**config.mk**
```make
export PLATFORM = sky130hd
export DESIGN_NAME = cpu_core
export DESIGN_NICKNAME = d
export VERILOG_FILES = /design/src/rtl/cpu_core.sv
export SDC_FILE = /design/constraint.sdc
export NUM_CORES = 1
export LEC_CHECK = 0
export BUFFER_PORTS_ARGS = -buffer_cell sky130_fd_sc_hd__buf_2
export CAP_MARGIN = 20
export CORE_AREA = 2 2 141 143
export CTS_CLUSTER_DIAMETER = 150
export CTS_CLUSTER_SIZE = 16
export DETAILED_ROUTE_END_ITERATION = 16
export DIE_AREA = 0 0 143 145
export GPL_ROUTABILITY_DRIVEN = 0
export SLEW_MARGIN = 20
export SYNTH_ARGS = -nofsm -noshare
export SYNTH_HDL_FRONTEND = slang
export SYNTH_SLANG_ARGS = --single-unit
```
**constraint.sdc**
```tcl
create_clock -name clk -period 4 [get_ports clk]
set_input_delay 0.4 -clock clk [delete_from_list [all_inputs] [get_ports clk]]
set_output_delay 0.4 -clock clk [all_outputs]
set_load 0.05 [all_outputs]
```
**src/rtl/cpu_core.sv**
```systemverilog
// Multi-cycle CPU core: FETCH/EXEC/HALT sequencer, 8-entry register file, ALU with Z/N/C/V flags.
// Optional build macro CPU_MUL_EN turns opcode D into MUL; otherwise D is an illegal opcode.
module cpu_core #(
    parameter int DATA_W = 8,
    parameter int PC_W   = 8
) (
    input  logic              clk,
    input  logic              rst_n,
    input  logic              run,
    output logic              imem_req,
    output logic [PC_W-1:0]   imem_addr,
    input  logic              imem_ack,
    input  logic [15:0]       imem_rdata,
    output logic              halted,
    output logic              err,
    output logic [3:0]        flags,
    output logic [PC_W-1:0]   dbg_pc
);

    localparam int MSB = DATA_W - 1;

    typedef enum logic [1:0] {
        S_FETCH = 2'd0,
        S_EXEC  = 2'd1,
        S_HALT  = 2'd2
    } state_t;

    state_t            r_state, w_state_nxt;
    logic [PC_W-1:0]   r_pc, w_pc_nxt;
    logic [15:0]       r_ir;
    logic [DATA_W-1:0] r_regs [8];
    logic [3:0]        r_flags, w_flags_nxt;
    logic              r_err, w_err_nxt;
    logic              w_load_ir, w_reg_we;

    logic [3:0]        w_op;
    logic [2:0]        w_rd, w_ra, w_rb;
    logic [7:0]        w_imm8;
    logic [PC_W-1:0]   w_tgt;
    logic [DATA_W-1:0] w_a, w_b, w_ldi, w_imm_sx, w_res;
    logic              w_c, w_v, w_writes, w_sets_flags, w_jump, w_stop, w_illegal;

    assign w_op   = r_ir[15:12];
    assign w_rd   = r_ir[11:9];
    assign w_ra   = r_ir[8:6];
    assign w_rb   = r_ir[5:3];
    assign w_imm8 = r_ir[7:0];
    assign w_tgt  = w_imm8[PC_W-1:0];
    assign w_a    = (w_ra == 3'd0) ? '0 : r_regs[w_ra];
    assign w_b    = (w_rb == 3'd0) ? '0 : r_regs[w_rb];

    // imm6 is imm8[5:0]; both extensions are built bitwise so any DATA_W >= 4 works.
    always_comb begin
        for (int i = 0; i < DATA_W; i++) begin
            w_ldi[i]    = (i < 8) ? w_imm8[i[2:0]] : 1'b0;
            w_imm_sx[i] = (i < 6) ? w_imm8[i[2:0]] : w_imm8[5];
        end
    end

    // NOTE: every always_comb output gets a default first so no path can infer a latch.
    always_comb begin
        w_res        = '0;
        w_c          = 1'b0;
        w_v          = 1'b0;
        w_writes     = 1'b0;
        w_sets_flags = 1'b0;
        w_jump       = 1'b0;
        w_stop       = 1'b0;
        w_illegal    = 1'b0;
        case (w_op)
            4'h0: ;
            4'h1: begin
                {w_c, w_res} = {1'b0, w_a} + {1'b0, w_b};
                w_v          = (w_a[MSB] == w_b[MSB]) && (w_res[MSB] != w_a[MSB]);
                w_writes     = 1'b1;
                w_sets_flags = 1'b1;
            end
            4'h2: begin
                {w_c, w_res} = {1'b0, w_a} - {1'b0, w_b};
                w_v          = (w_a[MSB] != w_b[MSB]) && (w_res[MSB] != w_a[MSB]);
                w_writes     = 1'b1;
                w_sets_flags = 1'b1;
            end
            4'h3: begin w_res = w_a & w_b; w_writes = 1'b1; w_sets_flags = 1'b1; end
            4'h4: begin w_res = w_a | w_b; w_writes = 1'b1; w_sets_flags = 1'b1; end
            4'h5: begin w_res = w_a ^ w_b; w_writes = 1'b1; w_sets_flags = 1'b1; end
            4'h6: begin
                w_res        = {w_a[MSB-1:0], 1'b0};
                w_c          = w_a[MSB];
                w_writes     = 1'b1;
                w_sets_flags = 1'b1;
            end
            4'h7: begin
                w_res        = {1'b0, w_a[MSB:1]};
                w_c          = w_a[0];
                w_writes     = 1'b1;
                w_sets_flags = 1'b1;
            end
            4'h8: begin w_res = w_ldi; w_writes = 1'b1; end
            4'h9: begin
                {w_c, w_res} = {1'b0, w_a} + {1'b0, w_imm_sx};
                w_v          = (w_a[MSB] == w_imm_sx[MSB]) && (w_res[MSB] != w_a[MSB]);
                w_writes     = 1'b1;
                w_sets_flags = 1'b1;
            end
            4'hA: w_jump = 1'b1;
            4'hB: w_jump = r_flags[3];
            4'hC: w_jump = !r_flags[3];
            4'hD: begin
`ifdef CPU_MUL_EN
                w_res        = w_a * w_b;
                w_writes     = 1'b1;
                w_sets_flags = 1'b1;
`else
                w_illegal    = 1'b1;
`endif
            end
            4'hE: w_illegal = 1'b1;
            default: w_stop = 1'b1;
        endcase
    end

    always_comb begin
        w_state_nxt = r_state;
        w_pc_nxt    = r_pc;
        w_flags_nxt = r_flags;
        w_err_nxt   = r_err;
        w_load_ir   = 1'b0;
        w_reg_we    = 1'b0;
        case (r_state)
            S_FETCH: begin
                if (imem_ack && run) begin
                    w_load_ir   = 1'b1;
                    w_state_nxt = S_EXEC;
                end
            end
            S_EXEC: begin
                if (run) begin
                    if (w_illegal) begin
                        w_state_nxt = S_HALT;
                        w_err_nxt   = 1'b1;
                    end else if (w_stop) begin
                        w_state_nxt = S_HALT;
                    end else begin
                        w_state_nxt = S_FETCH;
                        w_reg_we    = w_writes && (w_rd != 3'd0);
                        if (w_sets_flags)
                            w_flags_nxt = {(w_res == '0), w_res[MSB], w_c, w_v};
                        w_pc_nxt    = w_jump ? w_tgt : r_pc + PC_W'(1);
                    end
                end
            end
            default: ;
        endcase
    end

    // NOTE: state registers use non-blocking assignments so every flop samples pre-edge values.
    always_ff @(posedge clk or negedge rst_n) begin
        if (!rst_n)
            r_state <= S_FETCH;
        else
            r_state <= w_state_nxt;
    end

    // NOTE: the register file is reset too, because software may read any register before writing it.
    always_ff @(posedge clk or negedge rst_n) begin
        if (!rst_n) begin
            r_pc    <= '0;
            r_flags <= '0;
            r_err   <= 1'b0;
            r_ir    <= '0;
            for (int i = 0; i < 8; i++)
                r_regs[i] <= '0;
        end else begin
            r_pc    <= w_pc_nxt;
            r_flags <= w_flags_nxt;
            r_err   <= w_err_nxt;
            if (w_load_ir)
                r_ir <= imem_rdata;
            if (w_reg_we)
                r_regs[w_rd] <= w_res;
        end
    end

    assign imem_req  = (r_state == S_FETCH);
    assign imem_addr = r_pc;
    assign dbg_pc    = r_pc;
    assign halted    = (r_state == S_HALT);
    assign err       = r_err;
    assign flags     = r_flags;

endmodule

```
# ---- Word-level counts from Yosys, hierarchy flattened
# Cells that the tools add are included.
dict set report totals {
  in_bits 20
  output_inout_bits 23
  reg_bits 95
}
dict set report classes {
  bitwise 7
  reduce_logical 22
  n_eq_ne 24
  n_lt_le_gt_ge 4
  muxes 30
  n_addsub 4
}
# op count
set op_table {}
lappend op_table {{8-bit case mux with 9 select lines} 1}
lappend op_table {{64-bit bitwise mux} 1}
lappend op_table {{8-bit 2-to-1 mux} 8}
lappend op_table {{8-bit binary-select mux with 3-bit select} 2}
lappend op_table {{4-bit equality test, second input constant} 7}
lappend op_table {{8-bit demux with 3-bit select} 1}
lappend op_table {{8-bit by 8-bit adder with 9-bit output} 2}
lappend op_table {{4-bit by 3-bit equality test with 1-bit output, second input constant} 4}
lappend op_table {{15-bit OR reduction} 1}
lappend op_table {{4-bit >= comparator, second input constant} 3}
lappend op_table {{3-bit NOT with 4-bit output} 3}
lappend op_table {{1-bit 2-to-1 mux} 9}
lappend op_table {{9-bit OR reduction} 1}
lappend op_table {{8-bit by 8-bit subtractor with 9-bit output} 1}
lappend op_table {{8-bit by 1-bit adder with 8-bit output, second input constant} 1}
lappend op_table {{8-bit AND} 1}
lappend op_table {{4-bit by 2-bit equality test with 1-bit output, second input constant} 2}
lappend op_table {{8-bit logical NOT} 1}
lappend op_table {{2-bit 2-to-1 mux} 4}
lappend op_table {{8-bit bitwise OR} 1}
lappend op_table {{8-bit OR reduction} 1}
lappend op_table {{8-bit XOR} 1}
lappend op_table {{1-bit logical AND} 6}
lappend op_table {{3-bit logical NOT} 2}
lappend op_table {{other kinds (21)} 27}

# ---- Depth between registers and ports, before layout
dict set report depth {
  ltp_word 9
  depth_mapped 16
  mapped_depth_nobuf 13
}

# ---- Worst setup path after synthesis
# Ideal clock, no wire load.
dict set report synth_path {
  path_kind {register to register}
  startpoint {reg r_ir[3]}
  endpoint {reg r_flags[1] (netlist: flags[1])}
  arrival_time_ns 3.823
  setup_slack_ns 0.055
  t_required_ns 3.878
  path_stages_with_launch 14
  setup_ns 0.122
  cell_sequence {dfrtp_1 clkbuf_1 clkbuf_1 mux4_2 mux2i_1 inv_1 fa_1 nand2b_1 a21oi_1 a31o_2 a21oi_1 o21ai_0 or3b_1 a32o_1}
}
dict set report synth_between {
  elab_chain_len 7
  elab_cells_between_ends 10
  cone_classes {add/sub (3); mux (5); bitwise (1); reduce/logical (1)}
}
# item line_no
set synth_rtl {}
lappend synth_rtl {{from (decl)} 30} ;# logic [15:0] r_ir;
lappend synth_rtl {{from (signal assigned)} 179} ;# r_ir <= imem_rdata;
lappend synth_rtl {{3-bit NOT with 4-bit output (not written as such)} 50} ;# assign w_b = (w_rb == 3'd0) ? '0 : r_regs[w_rb];
lappend synth_rtl {{8-bit binary-select mux with 3-bit select} 50}
lappend synth_rtl {{8-bit 2-to-1 mux (not written as such) (2 in a row)} 50}
lappend synth_rtl {{8-bit 2-to-1 mux} 50}
lappend synth_rtl {{8-bit by 8-bit subtractor with 9-bit output or 8-bit by 8-bit adder with 9-bit output (tied branches)} {79, 73}}
lappend synth_rtl {{1-bit case mux with 5 select lines *} 70} ;# case (w_op)
lappend synth_rtl {{to (signal assigned)} 176} ;# r_flags <= w_flags_nxt;
lappend synth_rtl {{to (decl)} 32} ;# logic [3:0] r_flags, w_flags_nxt;
# Every way passes the cells marked *; elsewhere a longest branch is shown, timed or not. The select of a mux whose other input is x is not followed.
# A chain may end at the register's enable or synchronous reset.

# ---- Worst setup path after layout
dict set report layout_path {
  startpoint {reg r_ir[6]}
  endpoint {reg r_regs[12] (netlist bit)}
}
dict set report layout_between {
  elab_chain_len 8
  elab_cells_between_ends 14
  cone_classes {add/sub (3); mux (6); bitwise (4); reduce/logical (1)}
}
# item line_no
set layout_rtl {}
lappend layout_rtl {{3-bit NOT with 4-bit output (not written as such)} 49} ;# assign w_a = (w_ra == 3'd0) ? '0 : r_regs[w_ra];
lappend layout_rtl {{8-bit binary-select mux with 3-bit select} 49}
lappend layout_rtl {{8-bit 2-to-1 mux (not written as such) (2 in a row)} 49}
lappend layout_rtl {{8-bit 2-to-1 mux *} 49}
lappend layout_rtl {{8-bit by 8-bit adder with 9-bit output, or another cell as far along} 101} ;# {w_c, w_res} = {1'b0, w_a} + {1'b0, w_imm_sx};
lappend layout_rtl {{8-bit case mux with 9 select lines *} 70}
lappend layout_rtl {{64-bit bitwise mux *} 181} ;# r_regs[w_rd] <= w_res;
lappend layout_rtl {{to (signal, indexed assignment)} 181}
lappend layout_rtl {{to (decl)} 31} ;# logic [DATA_W-1:0] r_regs [8];
# Marks and branches as above.

==> impl_metrics.csv <==
group,metric,value,unit
global_route,grt_max_degree,64,
timing,timing.hold.ws,0.1313,ns
synthesis,netlist.area_leader.share,0.3334,
critical_path,worst_setup_path_start_kind,"flop",
drt,vias,5335,
synthesis,ys_types,85,
synthesis,synth_area_leaders,"dfrtp_1 (33%), mux2_2 (13%), ha_1 (6.4%)",
job,max_cap_violations,0,
synthesis,synthTopCellsByCount,"dfrtp_1 (88), mux2_2 (77), nand2_1 (36)",
clock_network,cts_tree,"built",
die,rows,51,
critical_path,cp_max_fo,7,
synthesis,async_flop_share,1.000,
clock_network,tritoncts.num_buffers,9,
timing,max_slew_margin,0.3410,
power,p_comb_frac,0.614,
drt,drt_first_pass_iters,7,
clock_network,clk_latency,0.36,ns
synthesis,avgSynthCellArea,10.02,um^2
die,ios,43,
clock_network,cts_root_buffer,"clkbuf_16",
drt,drc,0,
final_layout,fin_nets,752,
clock_network,cts.sinks,88,
synthesis,synth_seq_area_share,0.3334,
critical_path,cp_data_required_time,4.23,ns
final_layout,final_core_util,0.3896,
global_route,grt_antenna_before_repair,0,
global_route,busiest_layer,"met2",
drt,vias_per_cell,5.528,
clock_network,cts-hold-fix-buffers,0,
drt,wl_per_cell,19.07,um
global_route,grt.met1_usage,0.2612,
die,core_region_area,19210,um^2
power,clock_power_share,0.134,
critical_path,reg2regPathDepth,10,
synthesis,synth.largest_area_cell,"dfrtp_1",
timing,slew_violations,0,
drt,drtIter0Drc,486,
drt,wl,18400,um
placement,port_buffers,42,
synthesis,synth_nets,716,
synthesis,ys_seq_elements,88,
timing,fin_skew,0.01093,ns
global_route,overflow,0,
power,ir_drop,0.0003217,V
final_layout,antennaDiodeCount,0,
power,p_sw,0.003482,W
timing,tns,0,ns
critical_path,end_kind,"flop",
global_route,grt.total_usage,0.1801,
synthesis,synth-main-ff-cell,"dfrtp_1",
timing,rsz0062_at_grt,"no",
timing,period_share,0.9520,
critical_path,r2r-end,"r_regs[12]$_DFFE_PN0P_",
synthesis,synth_warnings,0,
synthesis,synth_most_common_cell,"dfrtp_1",
synthesis,synth_area,6605,um^2
worst_hold_path,hp-class,"in -> async",
timing,setup_viol,0,
die,die_area,20740,um^2
final_layout,area_delta_synth_final,13.28,%
run_status,outcome,"completed",
power,p_per_area,942.4,nW/um^2
clock_network,clockBufferDepth,2,
power,p_leak,3.401,nW
global_route,grt_util_met2,0.2701,
die,fp.dieH,145,um
final_layout,drive_gt1_frac,0.2871,
synthesis,postSynthCellCount,659,
synthesis,synth_edf_count,0,
power,netSwitchingFraction,0.4938,
critical_path,rr_startpoint,"r_ir[6]$_DFFE_PN0P_",
power,intPower,0.003569,W
global_route,gr-usage-met3,0.04257,
drt,drt.antenna.violating_nets,0,
placement,hpwlAfterDp,13540,um
timing,hold_viol,0,
timing,fmaxAchievable,262.6,MHz
timing,worst_pin_slew,0.9842,ns
die,die_w,143,um
power,power_frac_seq,0.251,
clock_network,clk_pin_slew,0.08,ns
critical_path,arrival,4.04,ns
global_route,grt_pass1_vias,5037,
global_route,grt_first_pass_wirelength,28900,um
timing,timing.final.crit_period,3.808,ns
clock_network,htreeDepth,3,
critical_path,rrSetupSlack,0.19,ns
die,start_util,0.3439,
critical_path,criticalPathCategory,"reg -> reg",
[final cells by class]
class	count	area [um^2]
fillers	1881	11730
multi-input cells	493	4055
flip-flops and latches	88	2203
repair buffers	75	460.4
well taps	265	331.6
clock buffers	9	225.2
inverters	28	105.1
clock inverters	7	101.3
[sequential cells by signal, indices dropped and copies added, names as in the netlist]
register  cells
r_regs       57
r_ir         16
dbg_pc        8
flags         4
r_state       2
err           1
[kinds of logic after synthesis]
group | count (synthesis) | synth area share
muxes | 112 | 0.2084
DFF | 88 | 0.3334
adders and majority gates | 37 | 0.07350
buffers and inverters | 78 | 0.05437
and+or+nand+nor | 180 | 0.1525
xor gates and xnor gates | 10 | 0.01326
AOI/OAI and AO/OA | 154 | 0.1646
[worst max-delay path, cell delays in order, from the launching register on]
cell and delay (ns):
dfrtp_1 0.47, buf_4 0.20, mux2_4 0.30, mux4_2 0.58, fa_1 0.52, a21o_1 0.21
a211o_1 0.29, a311oi_1 0.27, o2111ai_1 0.18, or2_1 0.36, mux2_2 0.31
[routing by layer]
metal,wire length (um),part of all wire
met1,8761,0.48
met2,8222,0.45
met3,1062,0.058
met4,355,0.019
met5,0,0
[cell usage in the layout, fill, tap and decap left out, drive strengths merged, types with 4 or more instances in the layout]
cell	n
mux2i	16
and2	9
a22oi	14
a21o	6
a21oi	29
o21ai	26
nand3b	8
nor4bb	4
xnor2	6
o22a	4
o21a	8
clkbuf	9
nor3b	5
dfrtp	88
mux4	11
a31oi	7
mux2	85
o2bb2ai	6
o211ai	8
buf	75
nor2	34
nand3	22
and3	4
a221oi	6
nand2	36
ha	34
inv	29
xor2	4
nor2b	12
o22ai	6
nor3	10
nand2b	14
[power groups by stage]
stage | logic, W | registers, W | clock network [W]
final | 0.00433 | 0.00177 | 0.000947
after global placement | 0.00424 | 0.00177 | 0
after detailed placement | 0.00426 | 0.00178 | 0
after global routing | 0.00472 | 0.00183 | 0.00101
after floorplan | 0.00321 | 0.00168 | 0
after CTS | 0.00428 | 0.00176 | 0.000975
[what timing repair did]
item,4_1_cts,5_1_grt
setup buffers,0,0
endpoints found under the setup margin,0,12
hold endpoints to repair,0,0
gates resized for setup,0,2
[per-stage QoR]
stage	std cells	total power [W]	worst slack [ns]	cell area, um^2
floorplan	659	0.004895	0.05508	6605
global placement	949	0.006010	0.2151	7148
detailed placement	949	0.006036	0.2373	7148
CTS	965	0.007016	0.1858	7475
global route	965	0.007558	0.01175	7482
finish	965	0.007051	0.1922	7482
[how the worst max path moves through the flow]
stage | depth (start not counted) | slack, ns | to | from
floorplan | 13 | 0.06 | flags[1]$_DFFE_PN0P_ | r_ir[3]$_DFFE_PN0P_
global placement | 10 | 0.22 | r_regs[12]$_DFFE_PN0P_ | r_ir[6]$_DFFE_PN0P_
detailed placement | 10 | 0.24 | r_regs[44]$_DFFE_PN0P_ | r_ir[6]$_DFFE_PN0P_
CTS | 10 | 0.19 | r_regs[44]$_DFFE_PN0P_ | r_ir[6]$_DFFE_PN0P_
global route | 12 | 0.01 | r_regs[14]$_DFFE_PN0P_ | r_ir[8]$_DFFE_PN0P_
finish | 10 | 0.19 | r_regs[12]$_DFFE_PN0P_ | r_ir[6]$_DFFE_PN0P_
(Power assumes the default switching activity.)
